===== src/rtl/uart_pkg.sv =====
// Shared types and constants for the buffered UART transmitter and its FIFO.
// The BREAK state exists only when UART_TX_BREAK_EN is defined.
package uart_pkg;

  typedef enum logic [2:0] {
    ST_IDLE   = 3'd0,
    ST_START  = 3'd1,
    ST_DATA   = 3'd2,
    ST_PARITY = 3'd3,
    ST_STOP   = 3'd4
`ifdef UART_TX_BREAK_EN
    , ST_BREAK = 3'd5
`endif
  } uart_state_t;

  localparam logic [2:0] PARITY_NONE  = 3'd0;
  localparam logic [2:0] PARITY_EVEN  = 3'd1;
  localparam logic [2:0] PARITY_ODD   = 3'd2;
  localparam logic [2:0] PARITY_MARK  = 3'd3;
  localparam logic [2:0] PARITY_SPACE = 3'd4;

  localparam int unsigned BREAK_MULT = 16;

  // Codes 5-7 are reserved and behave like PARITY_NONE.
  function automatic logic parity_enabled(input logic [2:0] mode);
    return (mode == PARITY_EVEN) || (mode == PARITY_ODD) ||
           (mode == PARITY_MARK) || (mode == PARITY_SPACE);
  endfunction

  function automatic logic parity_bit(input logic [2:0] mode, input logic data_xor);
    logic bit_v;
    case (mode)
      PARITY_EVEN:  bit_v = data_xor;
      PARITY_ODD:   bit_v = ~data_xor;
      PARITY_MARK:  bit_v = 1'b1;
      PARITY_SPACE: bit_v = 1'b0;
      default:      bit_v = 1'b1;
    endcase
    return bit_v;
  endfunction

endpackage


===== src/rtl/uart_sync_fifo.sv =====
// Single-clock FIFO with push/pop/flush and a registered occupancy level.
// Written to be shared by the TX path and a future buffered RX.
module uart_sync_fifo
  import uart_pkg::*;
#(
  parameter  int DATA_WIDTH = 16,
  parameter  int FIFO_DEPTH = 8,
  localparam int LVL_W      = $clog2(FIFO_DEPTH + 1),
  localparam int PTR_W      = $clog2(FIFO_DEPTH)
) (
  input  logic                  clk,
  input  logic                  rst,
  input  logic                  i_push,
  input  logic [DATA_WIDTH-1:0] i_data,
  input  logic                  i_pop,
  input  logic                  i_flush,
  output logic [DATA_WIDTH-1:0] o_data,
  output logic [LVL_W-1:0]      o_level,
  output logic [LVL_W-1:0]      o_level_nxt,
  output logic                  o_full,
  output logic                  o_empty
);

  logic [DATA_WIDTH-1:0] r_mem [FIFO_DEPTH];
  logic [PTR_W-1:0]      r_wr_ptr;
  logic [PTR_W-1:0]      r_rd_ptr;
  logic [LVL_W-1:0]      r_level;
  logic                  w_full;
  logic                  w_empty;
  logic                  w_do_push;
  logic                  w_do_pop;

  // Full/empty come from the registered level so a same-edge pop never frees a slot early.
  assign w_full    = (r_level == LVL_W'(FIFO_DEPTH));
  assign w_empty   = (r_level == {LVL_W{1'b0}});
  assign w_do_push = i_push && !w_full && !i_flush;
  assign w_do_pop  = i_pop && !w_empty && !i_flush;

  // Next occupancy, exported so the owner can register flags that depend on it.
  always_comb begin
    o_level_nxt = r_level;
    if (i_flush) begin
      o_level_nxt = {LVL_W{1'b0}};
    end else if (w_do_push && !w_do_pop) begin
      o_level_nxt = r_level + LVL_W'(1);
    end else if (w_do_pop && !w_do_push) begin
      o_level_nxt = r_level - LVL_W'(1);
    end else begin
      o_level_nxt = r_level;
    end
  end

  // Pointers and level.
  always_ff @(posedge clk or posedge rst) begin
    if (rst) begin
      r_wr_ptr <= {PTR_W{1'b0}};
      r_rd_ptr <= {PTR_W{1'b0}};
      r_level  <= {LVL_W{1'b0}};
    end else if (i_flush) begin
      r_wr_ptr <= {PTR_W{1'b0}};
      r_rd_ptr <= {PTR_W{1'b0}};
      r_level  <= {LVL_W{1'b0}};
    end else begin
      if (w_do_push) r_wr_ptr <= r_wr_ptr + PTR_W'(1);
      if (w_do_pop)  r_rd_ptr <= r_rd_ptr + PTR_W'(1);
      r_level <= o_level_nxt;
    end
  end

  // Storage array.
  always_ff @(posedge clk) begin
    if (w_do_push) r_mem[r_wr_ptr] <= i_data;
  end

  assign o_data  = r_mem[r_rd_ptr];
  assign o_level = r_level;
  assign o_full  = w_full;
  assign o_empty = w_empty;

endmodule


===== src/rtl/uart_tx_buffered.sv =====
// FIFO-buffered UART transmitter with per-frame latched divisor/format.
// Defining UART_TX_BREAK_EN adds break_req/break_len and the BREAK state.
module uart_tx_buffered
  import uart_pkg::*;
#(
  parameter  int DATA_WIDTH = 16,
  parameter  int FIFO_DEPTH = 8,
  parameter  int DIV_WIDTH  = 16,
  localparam int BC_W       = $clog2(DATA_WIDTH + 1),
  localparam int LVL_W      = $clog2(FIFO_DEPTH + 1)
) (
  input  logic                  clk,
  input  logic                  rst,
  input  logic [DIV_WIDTH-1:0]  div,
  input  logic [2:0]            parity_mode,
  input  logic                  msb_first,
  input  logic [BC_W-1:0]       bit_count,
  input  logic [3:0]            stop_count,
  input  logic [DATA_WIDTH-1:0] s_data,
  input  logic                  s_valid,
  output logic                  s_ready,
  input  logic                  flush,
`ifdef UART_TX_BREAK_EN
  input  logic                  break_req,
  input  logic [3:0]            break_len,
`endif
  output logic                  tx,
  output logic                  busy,
  output logic                  idle,
  output logic                  strobe_started,
  output logic [LVL_W-1:0]      fifo_level
);

  localparam int BRK_W = 8;

  uart_state_t           r_state, w_state_nxt;
  logic [DIV_WIDTH-1:0]  r_cnt, w_cnt_nxt;
  logic [DIV_WIDTH-1:0]  r_div, w_div_nxt;
  logic [2:0]            r_par, w_par_nxt;
  logic                  r_msb, w_msb_nxt;
  logic [BC_W-1:0]       r_bits, w_bits_nxt;
  logic [3:0]            r_stops, w_stops_nxt;
  logic [DATA_WIDTH-1:0] r_shift, w_shift_nxt;
  logic                  r_xor, w_xor_nxt;
  logic                  r_tx, w_tx_nxt;
  logic                  r_busy, w_busy_nxt;
  logic                  r_strobe, w_strobe_nxt;
  logic                  r_idle, w_idle_nxt;
`ifdef UART_TX_BREAK_EN
  logic [BRK_W-1:0]      r_brk, w_brk_nxt;
`endif

  logic                  w_pop;
  logic                  w_launch;
  logic                  w_push;
  logic [DATA_WIDTH-1:0] w_fifo_data;
  logic [LVL_W-1:0]      w_level;
  logic [LVL_W-1:0]      w_level_nxt;
  logic                  w_fifo_full;
  logic                  w_fifo_empty;
  logic [DIV_WIDTH-1:0]  w_div_eff;
  logic [BC_W-1:0]       w_nbits_eff;
  logic [3:0]            w_nstop_eff;
  logic [BC_W-1:0]       w_align;
  logic                  w_bit_end;
  logic [DIV_WIDTH-1:0]  w_reload;
  logic                  w_cur_bit;
  logic [DATA_WIDTH-1:0] w_shifted;

  assign w_push = s_valid && !w_fifo_full;

  uart_sync_fifo #(
    .DATA_WIDTH (DATA_WIDTH),
    .FIFO_DEPTH (FIFO_DEPTH)
  ) u_fifo (
    .clk         (clk),
    .rst         (rst),
    .i_push      (w_push),
    .i_data      (s_data),
    .i_pop       (w_pop),
    .i_flush     (flush),
    .o_data      (w_fifo_data),
    .o_level     (w_level),
    .o_level_nxt (w_level_nxt),
    .o_full      (w_fifo_full),
    .o_empty     (w_fifo_empty)
  );

  assign w_div_eff   = (div == {DIV_WIDTH{1'b0}}) ? DIV_WIDTH'(1) : div;
  assign w_nbits_eff = ((bit_count == {BC_W{1'b0}}) || (bit_count > BC_W'(DATA_WIDTH)))
                       ? BC_W'(DATA_WIDTH) : bit_count;
  assign w_nstop_eff = (stop_count == 4'd0) ? 4'd1 : stop_count;
  // MSB-first words are pre-aligned so the first bit sits at the top of the shifter.
  assign w_align     = BC_W'(DATA_WIDTH) - w_nbits_eff;
  assign w_bit_end   = (r_cnt == {DIV_WIDTH{1'b0}});
  assign w_reload    = r_div - DIV_WIDTH'(1);
  assign w_cur_bit   = r_msb ? r_shift[DATA_WIDTH-1] : r_shift[0];
  assign w_shifted   = r_msb ? (r_shift << 1) : (r_shift >> 1);

  // Next-state and registered-output logic.
  always_comb begin
    w_state_nxt  = r_state;
    w_cnt_nxt    = r_cnt;
    w_div_nxt    = r_div;
    w_par_nxt    = r_par;
    w_msb_nxt    = r_msb;
    w_bits_nxt   = r_bits;
    w_stops_nxt  = r_stops;
    w_shift_nxt  = r_shift;
    w_xor_nxt    = r_xor;
    w_tx_nxt     = r_tx;
    w_busy_nxt   = r_busy;
    w_strobe_nxt = 1'b0;
    w_pop        = 1'b0;
    w_launch     = 1'b0;
`ifdef UART_TX_BREAK_EN
    w_brk_nxt    = r_brk;
`endif
    case (r_state)
      ST_IDLE: w_launch = 1'b1;
      ST_START: begin
        if (!w_bit_end) begin
          w_cnt_nxt = r_cnt - DIV_WIDTH'(1);
        end else begin
          w_state_nxt = ST_DATA;
          w_tx_nxt    = w_cur_bit;
          w_xor_nxt   = w_cur_bit;
          w_shift_nxt = w_shifted;
          w_bits_nxt  = r_bits - BC_W'(1);
          w_cnt_nxt   = w_reload;
        end
      end
      ST_DATA: begin
        if (!w_bit_end) begin
          w_cnt_nxt = r_cnt - DIV_WIDTH'(1);
        end else if (r_bits != {BC_W{1'b0}}) begin
          w_tx_nxt    = w_cur_bit;
          w_xor_nxt   = r_xor ^ w_cur_bit;
          w_shift_nxt = w_shifted;
          w_bits_nxt  = r_bits - BC_W'(1);
          w_cnt_nxt   = w_reload;
        end else if (parity_enabled(r_par)) begin
          w_state_nxt = ST_PARITY;
          w_tx_nxt    = parity_bit(r_par, r_xor);
          w_cnt_nxt   = w_reload;
        end else begin
          w_state_nxt = ST_STOP;
          w_tx_nxt    = 1'b1;
          w_cnt_nxt   = w_reload;
        end
      end
      ST_PARITY: begin
        if (!w_bit_end) begin
          w_cnt_nxt = r_cnt - DIV_WIDTH'(1);
        end else begin
          w_state_nxt = ST_STOP;
          w_tx_nxt    = 1'b1;
          w_cnt_nxt   = w_reload;
        end
      end
      ST_STOP: begin
        if (!w_bit_end) begin
          w_cnt_nxt = r_cnt - DIV_WIDTH'(1);
        end else if (r_stops != 4'd0) begin
          w_stops_nxt = r_stops - 4'd1;
          w_cnt_nxt   = w_reload;
        end else begin
          w_launch = 1'b1;
        end
      end
`ifdef UART_TX_BREAK_EN
      ST_BREAK: begin
        if (!w_bit_end) begin
          w_cnt_nxt = r_cnt - DIV_WIDTH'(1);
        end else if (r_brk != {BRK_W{1'b0}}) begin
          w_brk_nxt = r_brk - BRK_W'(1);
          w_cnt_nxt = w_reload;
        end else begin
          w_state_nxt = ST_STOP;
          w_tx_nxt    = 1'b1;
          w_stops_nxt = 4'd0;
          w_cnt_nxt   = w_reload;
        end
      end
`endif
      default: begin
        w_state_nxt = ST_IDLE;
        w_tx_nxt    = 1'b1;
        w_busy_nxt  = 1'b0;
      end
    endcase

    // Decision point shared by IDLE and the last stop bit; flush blocks a pop.
    if (w_launch) begin
`ifdef UART_TX_BREAK_EN
      if (break_req) begin
        w_state_nxt = ST_BREAK;
        w_tx_nxt    = 1'b0;
        w_busy_nxt  = 1'b1;
        w_div_nxt   = w_div_eff;
        w_cnt_nxt   = w_div_eff - DIV_WIDTH'(1);
        w_brk_nxt   = BRK_W'((int'(break_len) + 1) * BREAK_MULT - 1);
      end else
`endif
      if (!w_fifo_empty && !flush) begin
        w_pop        = 1'b1;
        w_state_nxt  = ST_START;
        w_tx_nxt     = 1'b0;
        w_busy_nxt   = 1'b1;
        w_strobe_nxt = 1'b1;
        w_div_nxt    = w_div_eff;
        w_cnt_nxt    = w_div_eff - DIV_WIDTH'(1);
        w_par_nxt    = parity_mode;
        w_msb_nxt    = msb_first;
        w_bits_nxt   = w_nbits_eff;
        w_stops_nxt  = w_nstop_eff - 4'd1;
        w_shift_nxt  = msb_first ? (w_fifo_data << w_align) : w_fifo_data;
      end else begin
        w_state_nxt = ST_IDLE;
        w_tx_nxt    = 1'b1;
        w_busy_nxt  = 1'b0;
      end
    end else begin
      w_pop = 1'b0;
    end
  end

  assign w_idle_nxt = !w_busy_nxt && (w_level_nxt == {LVL_W{1'b0}});

  // State and output registers.
  always_ff @(posedge clk or posedge rst) begin
    if (rst) begin
      r_state  <= ST_IDLE;
      r_cnt    <= {DIV_WIDTH{1'b0}};
      r_div    <= DIV_WIDTH'(1);
      r_par    <= PARITY_NONE;
      r_msb    <= 1'b0;
      r_bits   <= {BC_W{1'b0}};
      r_stops  <= 4'd0;
      r_shift  <= {DATA_WIDTH{1'b0}};
      r_xor    <= 1'b0;
      r_tx     <= 1'b1;
      r_busy   <= 1'b0;
      r_strobe <= 1'b0;
      r_idle   <= 1'b1;
`ifdef UART_TX_BREAK_EN
      r_brk    <= {BRK_W{1'b0}};
`endif
    end else begin
      r_state  <= w_state_nxt;
      r_cnt    <= w_cnt_nxt;
      r_div    <= w_div_nxt;
      r_par    <= w_par_nxt;
      r_msb    <= w_msb_nxt;
      r_bits   <= w_bits_nxt;
      r_stops  <= w_stops_nxt;
      r_shift  <= w_shift_nxt;
      r_xor    <= w_xor_nxt;
      r_tx     <= w_tx_nxt;
      r_busy   <= w_busy_nxt;
      r_strobe <= w_strobe_nxt;
      r_idle   <= w_idle_nxt;
`ifdef UART_TX_BREAK_EN
      r_brk    <= w_brk_nxt;
`endif
    end
  end

  assign s_ready        = !w_fifo_full;
  assign tx             = r_tx;
  assign busy           = r_busy;
  assign idle           = r_idle;
  assign strobe_started = r_strobe;
  assign fifo_level     = w_level;

endmodule


===== config.mk =====
export PLATFORM = sky130hd
export DESIGN_NAME = uart_tx_buffered
export DESIGN_NICKNAME = d
export VERILOG_FILES = /design/src/rtl/uart_pkg.sv /design/src/rtl/uart_sync_fifo.sv /design/src/rtl/uart_tx_buffered.sv
export SDC_FILE = /design/constraint.sdc
export NUM_CORES = 1
export LEC_CHECK = 0
export CORE_UTILIZATION = 39
export DETAILED_ROUTE_END_ITERATION = 7
export SYNTH_ARGS = -nofsm -noshare
export SYNTH_HDL_FRONTEND = slang
export SYNTH_SLANG_ARGS = --single-unit

===== constraint.sdc =====
create_clock -name clk -period 6 [get_ports clk]
set_clock_uncertainty 0.05 [all_clocks]
set_input_delay 1.2 -clock clk [delete_from_list [all_inputs] [get_ports clk]]
set_output_delay 1.2 -clock clk [all_outputs]
set_load 0.03 [all_outputs]

==> results of run 1 <==
## logic make-up (layout without fill, tap and decap cells)
family                   after synthesis  count (layout)  synth area share (%)
AO/OA/AOI/OAI                        195             195                  11.4
XOR/XNOR                              39              39                  3.12
adder cells (fa/ha/maj)               15              15                  1.69
buffers and inverters                 74             143                  3.37
flip-flops                           207             207                  53.1
multiplexers                          94              94                  12.6
AND/OR/NAND/NOR                      344             344                  14.7
## worst reg2reg max path, cell delays in order (launching register included)
cell,delay [ns]
dfrtp_2,0.91
buf_4,0.39
mux4_1,0.61
mux2_2,0.29
mux2i_1,0.42
mux4_2,0.39
o221ai_1,0.12
nor3_1,0.20
a31oi_1,0.06
## sequential cells by signal, indices dropped and copies added, names as in the netlist
signal           count
idle                 1
r_stops              4
u_fifo.r_wr_ptr      3
r_shift             16
r_par                3
r_xor                1
u_fifo.r_rd_ptr      3
u_fifo.r_mem       128
r_cnt               16
r_msb                1
r_bits               5
u_fifo.o_level       4
strobe_started       1
r_state              3
tx                   1
busy                 1
r_div               16
## power breakdown
part	leakage, nW	internal, W	total [W]	switching [W]
Clock	0.358	0.000800	0.00138	0.000582
Sequential	2.12	0.00177	0.00204	0.000271
Combinational	1.96	0.000682	0.00159	0.000910
Total	4.44	0.00325	0.00502	0.00176
## cell type report
cell class	instances	area, um^2
clock inverter	11	105
fill	2550	15100
clock buffer	33	644
tap	378	473
multi-input combinational	687	4780
sequential	207	5830
timing repair buffer	74	698
inverter	25	95.1
## cell usage in the layout, fill, tap and decap left out, types with 18 or more instances in the layout
cell type,netlist,layout
clkdlybuf4s50_1,0,57
xnor2_1,24,24
nor3_1,42,40
a21oi_1,45,45
nand2_1,124,124
mux2i_1,51,51
nand3_1,18,18
inv_1,21,20
nor2_1,90,90
clkbuf_16,0,24
o21ai_1,18,18
edfxtp_1,128,128
o21ai_0,40,40
mux4_2,25,25
dfrtp_1,76,75
## metrics by stage
step	instance area [um^2]	setup WS, ns	total power (W)
floorplan	11000	1.98	0.00323
global placement	11900	1.08	0.00365
detailed placement	11900	1.06	0.00366
CTS	12600	1.63	0.00507
global route	12600	1.39	0.00534
finish	12600	1.62	0.00502
## layer usage
metal	track usage, %	part of all wire, %
met5	0	0
met4	6.03	2.7
met3	2.33	4.2
met2	31.4	49
met1	23.7	44
## worst paths after layout
check | start | to | slack (ns)
max | bit_count[0] | r_shift[10] | 1.62
min | r_div[15] | r_div[15] | 0.45
max reg2reg | u_fifo.r_rd_ptr[1] | r_shift[15] | 2.40
min reg2reg | r_div[15] | r_div[15] | 0.45
max in group asynchronous | rst | r_div[0] | 3.82
min in group asynchronous | rst | u_fifo.r_wr_ptr[1] | 1.05
==> flow_metrics.tcl, run 1 <==
set metrics [dict create \
    crit_cells 12 \
    critical_path_class "primary input to flip-flop" \
    p_leak_nw 4.44 \
    cts_buffer_depth 3 \
    cp_max_fo 20 \
    drcViolationCount 0 \
    synth-edff-count 128 \
    maxCapViolCount 0 \
    vias 7723 \
    numCtsBuffers 24 \
    hold_viol_final 0 \
    drtPass1Iterations 8 \
    fin_util_pct 45.6 \
    worstMarginPinSlew_ns 1.06 \
    setup-violations-final 0 \
    clock.fmax_mhz 228 \
    dp_cells 1371 \
    grt_pass1_wl_um 41000 \
    ios 58 \
    dieArea_um2 28800 \
    overflow 0 \
    wire_per_inst_um 18.3 \
    endpoint_kind "flip-flop" \
    grt_pass1_vias 7607 \
    start_util_pct 39.6 \
    hpwl_um 17100 \
    cts_resized 0 \
    coreArea_um2 27700 \
    ys_warn_count 0 \
    outcome "finished clean" \
    syn_area_per_cell_um2 11.3 \
    crit_buf_inv 3 \
    cts.sinks 207 \
    syn_inst 968 \
    clk_latency_ns 0.54 \
    first_iter_violations 439 \
    rows 61 \
    cts_tree "built" \
    wl_um 25900 \
    synth_commonest_cells "edfxtp_1, nand2_1, nor2_1, dfrtp_1, mux2i_1" \
    whs_ns 0.451 \
    die_x_um 170 \
    post-synth-top-count-cell "edfxtp_1" \
    antenna_found_initial 0 \
    insertedDiodeCount 0 \
    synth_nets 1031 \
    post-synth-top-area-cell "edfxtp_1" \
    p_per_area_nw_per_um2 397 \
    critPathMaxStageDelay_ns 0.80 \
    yosysTopAreaCellShare_pct 35.1 \
    ctsHoldBuffers 0 \
    critPathTopFamily "adder cells" \
    die_y_um 170 \
    relSlewSlack_pct 28.6 \
    ys_seq_elements 207 \
    fin_crit_sh_pct 73.0 \
    ir_drop_uv 197 \
    postCtsSetupRepairBufs 0 \
    grt_max_degree 63 \
    whs_path_depth 2 \
    slew_violations 0 \
    grt_util_all_layers_pct 18.2 \
    rsz0062_at_grt "no" \
    cts-root-buf "clkbuf_16" \
    worstPathCellList "clkdlybuf4s50_1, nor2_1, nand2_1, ha_1, nor2b_1, inv_2, ha_1, inv_2, mux4_2, a22o_1, a21oi_2, nor2_1" \
    h-tree-depth 1 \
    synth_flop_cell "edfxtp_1" \
    cp_slowest_cell "ha_1" \
    ys_seq_area_share_pct 53.1 \
    ant_nets 0 \
    critPathRequiredTime_ns 6.38 \
    hold_path_class "flip-flop to flip-flop" \
    via_per_inst 5.46 \
    synth_area_um2 11000 \
    synth.area.top_cells "edfxtp_1, dfrtp_1, mux4_2" \
    start_kind "primary input" \
    path_clk_slew_ns 0.07 \
    rr_worst_depth 8 \
    place_congestion 0.882 \
    fin_setup_tns_ns 0 \
    synthArstFlopShare_pct 38.2 \
    numPortBuffers 57 \
    crit_arrival_ns 4.76 \
    layout.cells.non_filler 1415 \
    syn_to_final_growth_pct 15.1 \
    layout.nets 1082 \
    fin_crit_ns 4.38 \
    synth_cell_types 82 \
    drive_above_1_share_pct 10.5 \
]
Power figures use the tool's default switching activity.
==> run 2, diff against run 1 <==
==> constraint.sdc (replaced) <==
create_clock -name clk -period 4.52 [get_ports clk]
set_clock_uncertainty 0.05 [all_clocks]
set_input_delay 0.904 -clock clk [delete_from_list [all_inputs] [get_ports clk]]
set_output_delay 0.904 -clock clk [all_outputs]
set_load 0.03 [all_outputs]
==> run 2 against run 1 <==
Compared with the run above:
- total power increased by 31%
- worst setup slack lost 0.65 ns
- final area is 0.17% higher
- first-iteration DRC count grew 19%
- critical path depth grew 1
- non-clock buffer count rose by 11
==> flow_metrics.tcl, run 2 (synthesized netlist as in run 1, its figures left out) <==
set metrics [dict create \
    die_y_um 170 \
    regMostFlops "u_fifo.r_mem" \
    clock.fmax_mhz 282 \
    fin_setup_tns_ns 0 \
    switchingPower_w 0.00234 \
    first_iter_violations 524 \
    whs_path_depth 2 \
    largest_reg_flops 128 \
    dieArea_um2 28800 \
    hold_viol_final 0 \
    drive_above_1_share_pct 11.5 \
    ios 58 \
    whs_endpoint "r_div[14]" \
    switching_share_pct 35.6 \
    fin_crit_sh_pct 78.6 \
    highest-signal-layer "met4" \
    mostFrequentLayoutCells "edfxtp_1, nand2_1, nor2_1" \
    start_util_pct 39.6 \
    slew_violations 0 \
    cts.sinks 207 \
    rows 61 \
    wire_per_inst_um 18.5 \
    cts_tree "built" \
    wl_met2_um 13100 \
    min_from "r_div[14]" \
    crit_arrival_ns 3.88 \
    overflow 0 \
    p_per_area_nw_per_um2 521 \
    fin_crit_ns 3.55 \
    syn_to_final_growth_pct 15.3 \
    cp_max_fo 11 \
    wl_met1_um 11700 \
    grt_util_all_layers_pct 18.6 \
    numCtsBuffers 23 \
    layout.cells.non_filler 1423 \
    grt_pass1_wl_um 42100 \
    rrSetupSlack_ns 1.08 \
    grt_max_degree 40 \
    path_clk_slew_ns 0.06 \
    hpwl_um 17700 \
    hold_path_class "flip-flop to flip-flop" \
    ant_nets 0 \
    setup-violations-final 0 \
    start_kind "primary input" \
    fin_util_pct 45.6 \
    whs_ns 0.468 \
    ctsHoldBuffers 0 \
    vias 7829 \
    wl_um 26300 \
    coreArea_um2 27700 \
    cts_resized 0 \
    cts_buffer_depth 3 \
    seq_power_share_pct 41.4 \
    postCtsSetupRepairBufs 0 \
    ir_drop_uv 297 \
    numPortBuffers 57 \
    rr_worst_depth 11 \
    timing.rr.end "r_bits[4]" \
    via_per_inst 5.50 \
    h-tree-depth 1 \
    clockPowerShare_pct 26.1 \
    p_leak_nw 4.48 \
    grt_pass1_vias 7751 \
    rsz0062_at_grt "no" \
    cts-root-buf "clkbuf_16" \
    design_area_um2 12600 \
    power_frac_comb_pct 32.5 \
    postPlaceCellArea_um2 12000 \
    maxCapViolCount 0 \
    layout.nets 1092 \
    critical_path_class "primary input to flip-flop" \
    endpoint_kind "flip-flop" \
    critPathRequiredTime_ns 4.85 \
    r2r-start "r_cnt[0]" \
    outcome "finished clean" \
    antenna_found_initial 0 \
    drcViolationCount 0 \
    dp_cells 1382 \
    worstMarginPinSlew_ns 1.11 \
    die_x_um 170 \
    clk_latency_ns 0.52 \
    p_int_w 0.00425 \
    nFillCells 2549 \
    wl_met3_um 1110 \
    relSlewSlack_pct 25.2 \
    place_congestion 0.860 \
    layout_commonest_cell "edfxtp_1" \
    drtPass1Iterations 5 \
    insertedDiodeCount 0 \
]
==> run 2: changes by cell type in the layout (fill, tap and decap cells not counted) <==
cell	change
clkbuf_1	-4
inv_6	-1
buf_4	+11
clkinv_2	+2
bufinv_16	-1
clkbuf_16	-1
clkinv_1	+1
clkbuf_8	+1
inv_16	+1
clkinv_16	-1
==> run 2: worst max-delay path by stage <==
| stage | to | depth (start not counted) | from |
|---|---|---|---|
| after floorplan | r_shift[15] | 12 | bit_count[3] |
| after global placement | r_shift[14] | 13 | bit_count[0] |
| after detailed placement | r_shift[14] | 13 | bit_count[0] |
| after CTS | r_bits[4] | 11 | r_cnt[0] |
| after global routing | r_shift[14] | 13 | bit_count[0] |
| final | r_shift[14] | 13 | bit_count[0] |
==> run 2: per-layer routing <==
| metal | global-route usage (%) | vias to the layer above |
|---|---|---|
| li1 | - | 3740 |
| met1 | 24.1 | 3889 |
| met2 | 32.5 | 164 |
| met3 | 2.57 | 36 |
| met4 | 4.54 | 0 |
| met5 | 0 | - |
==> run 2: power by group through the flow <==
stage / combinational, W / clock, W / sequential (W)
global placement: 0.00213 / 0 / 0.00275
detailed placement: 0.00215 / 0 / 0.00276
finish: 0.00214 / 0.00172 / 0.00273
floorplan: 0.00164 / 0 / 0.00265
CTS: 0.00216 / 0.00176 / 0.00273
global route: 0.00238 / 0.00183 / 0.00278
==> run 2: worst max-delay path: stages <==
cell	delay (ns)
clkdlybuf4s50_1	0.44
nor2_1	0.16
nand2_1	0.08
ha_1	0.32
nor2b_1	0.23
inv_2	0.06
ha_1	0.52
buf_4	0.25
nor2_1	0.07
a22oi_1	0.16
nor2_1	0.06
a2111oi_1	0.49
a21oi_1	0.14
==> run 2: area by class of cell <==
class	count	area (um^2)	share of cell area, %
Multi-Input combinational cell	687	4780	37.8
Sequential cell	207	5830	46.1
Clock buffer	29	618	4.89
Clock inverter	12	70.1	0.554
Inverter	25	95.1	0.752
Tap cell	378	473	3.74
Timing Repair Buffer	85	781	6.17
==> run 2: through the flow <==
step,worst slack [ns],power (W)
2_1_floorplan,0.800,0.00429
3_3_place_gp,0.553,0.00488
3_5_place_dp,0.526,0.00490
4_1_cts,1.04,0.00665
5_1_grt,0.760,0.00700
6_report,0.969,0.00659
==> run 3, diff against run 2 <==
==> constraint.sdc (replaced) <==
create_clock -name clk -period 3.4 [get_ports clk]
set_clock_uncertainty 0.05 [all_clocks]
set_input_delay 0.68 -clock clk [delete_from_list [all_inputs] [get_ports clk]]
set_output_delay 0.68 -clock clk [all_outputs]
set_load 0.03 [all_outputs]
==> run 3 against run 2 <==
Compared with the run above:
- combinational power grew 45%
- global-route usage up 0.90 points
- cell count increased by 4.0%
- sequential power is 30% higher
- worst setup slack got worse by 0.60 ns
- critical path depth decreased by 3
- routed wire length is 3.4% higher
- largest power group unchanged
- clock power is 47% higher
- via count rose by 1.7%
- critical path type is now flip-flop to flip-flop
==> flow_metrics.tcl, run 3 (synthesized netlist as in run 1, its figures left out) <==
set metrics [dict create \
    fin_crit_ns 3.03 \
    h-tree-depth 1 \
    worstPathCellList "inv_1, ha_1, or3b_1, nor3_4, a31oi_2, or3_2, buf_4, or3_1, o21ai_1, a21oi_1" \
    path_clk_slew_ns 0.06 \
    slew_violations 0 \
    clk_latency_ns 0.53 \
    power.total_w 0.00920 \
    via_per_inst 5.38 \
    setup-violations-final 0 \
    place_congestion 0.849 \
    grt_pass1_wl_um 43800 \
    cts_buffer_depth 3 \
    hold_viol_final 0 \
    ctsHoldBuffers 0 \
    hold_path_class "primary input to asynchronous set/reset pin" \
    die_y_um 170 \
    coreArea_um2 27700 \
    outcome "finished clean" \
    cts_tree "built" \
    worstMarginPinSlew_ns 0.746 \
    ff_latch_area_um2 5830 \
    multi_input_area_um2 4790 \
    timing.rr.end "r_shift[11]" \
    ant_nets 0 \
    layout.nets 1148 \
    relSlewSlack_pct 50.0 \
    start_util_pct 39.6 \
    r2r-start "r_cnt[0]" \
    cts_resized 0 \
    mostFrequentLayoutCells "edfxtp_1, nand2_1, nor2_1" \
    numPortBuffers 57 \
    grt_util_all_layers_pct 19.5 \
    antenna_found_initial 0 \
    grt_max_degree 39 \
    first_iter_violations 491 \
    p_per_area_nw_per_um2 697 \
    layout_commonest_cell "edfxtp_1" \
    ios 58 \
    fin_crit_sh_pct 89.2 \
    cp_slowest_cell "or3_2" \
    hpwl_um 18700 \
    insertedDiodeCount 0 \
    wl_um 27200 \
    maxCapViolCount 0 \
    wire_per_inst_um 18.4 \
    ir_drop_uv 490 \
    pre_cts_slack_ns -0.102 \
    dieArea_um2 28800 \
    p_leak_nw 4.80 \
    critical_path_class "flip-flop to flip-flop" \
    fin_setup_tns_ns 0 \
    p_int_w 0.00601 \
    drcViolationCount 0 \
    cts.sinks 207 \
    numCtsBuffers 23 \
    clock.fmax_mhz 330 \
    regMostFlops "u_fifo.r_mem" \
    layout_setup_ws_ns 0.367 \
    die_x_um 170 \
    endpoint_kind "flip-flop" \
    overflow 0 \
    nFillCells 2527 \
    syn_to_final_growth_pct 20.4 \
    cts-root-buf "clkbuf_16" \
    critPathMaxStageDelay_ns 0.49 \
    fin_util_pct 47.6 \
    switchingPower_w 0.00319 \
    seq_power_share_pct 38.6 \
    start_kind "flip-flop" \
    rrSetupSlack_ns 0.37 \
    cp_max_fo 29 \
    power_frac_comb_pct 33.8 \
    rsz0062_at_grt "no" \
    switching_share_pct 34.7 \
    drive_above_1_share_pct 16.3 \
    clockPowerShare_pct 27.5 \
    largest_reg_flops 128 \
    postCtsSetupRepairBufs 0 \
    crit_arrival_ns 3.37 \
    rr_worst_depth 10 \
    grt_pass1_vias 8054 \
    rows 61 \
    critPathRequiredTime_ns 3.74 \
    drtPass1Iterations 5 \
    vias 7963 \
]
-- run 3: cell count changes in the layout (fill, tap and decap cells not counted), sizes merged --
| cell | delta |
|---|---|
| buf | +56 |
| bufinv | +3 |
| clkbuf | +2 |
| clkinv | -4 |
-- run 3: per-layer routing --
layer	wire [um]	track usage [%]	vias up	part of all wire [%]
met5	0	0	-	0
met4	584	5.21	0	2.1
met3	960	2.38	41	3.5
met2	13600	34.2	177	50
met1	12100	25.3	3883	44
li1	-	-	3862	-
-- run 3: worst max path at each step --
| stage | slack [ns] | startpoint | cells after the start | endpoint |
|---|---|---|---|---|
| after floorplan | 0.03 | bit_count[3] | 13 | r_shift[8] |
| after global placement | -0.09 | bit_count[0] | 12 | r_shift[10] |
| after detailed placement | -0.10 | bit_count[3] | 12 | r_shift[10] |
| after CTS | 0.35 | r_cnt[0] | 11 | r_shift[9] |
| after global routing | 0.08 | bit_count[0] | 14 | r_shift[12] |
| final | 0.37 | r_cnt[0] | 10 | r_shift[11] |
-- run 3: critical path: cells and delay by family, from the launching register on --
kind | cells | cell delay [ns]
AO/OA/AOI/OAI | 3 | 0.37
adder cells (fa/ha/maj) | 1 | 0.15
buffers and inverters | 2 | 0.39
flip-flops | 1 | 0.37
AND/OR/NAND/NOR | 4 | 1.57
-- run 3: power by group through the flow --
stage / combinational (W) / sequential (W) / clock, W
6_report: 0.00311 / 0.00356 / 0.00253
5_1_grt: 0.00345 / 0.00362 / 0.00269
3_3_place_gp: 0.00309 / 0.00359 / 0
3_5_place_dp: 0.00313 / 0.00359 / 0
4_1_cts: 0.00314 / 0.00355 / 0.00259
2_1_floorplan: 0.00218 / 0.00353 / 0
-- run 3: cell type report --
type                            instances  area share [%]
Timing Repair Buffer                  141            9.48
Sequential cell                       207            44.1
Multi-Input combinational cell        687            36.3
Inverter                               25           0.721
Tap cell                              378            3.58
Clock inverter                         11            1.11
Clock buffer                           31            4.66
-- run 3: stage by stage --
step | hold WS [ns] | cells | instance area [um^2]
after detailed placement | 0.448 | 1438 | 12400
after CTS | 0.434 | 1480 | 13200
after global routing | 0.461 | 1480 | 13200
after global placement | 0.440 | 1438 | 12400
after floorplan | 0.420 | 968 | 11000
final | 0.426 | 1480 | 13200
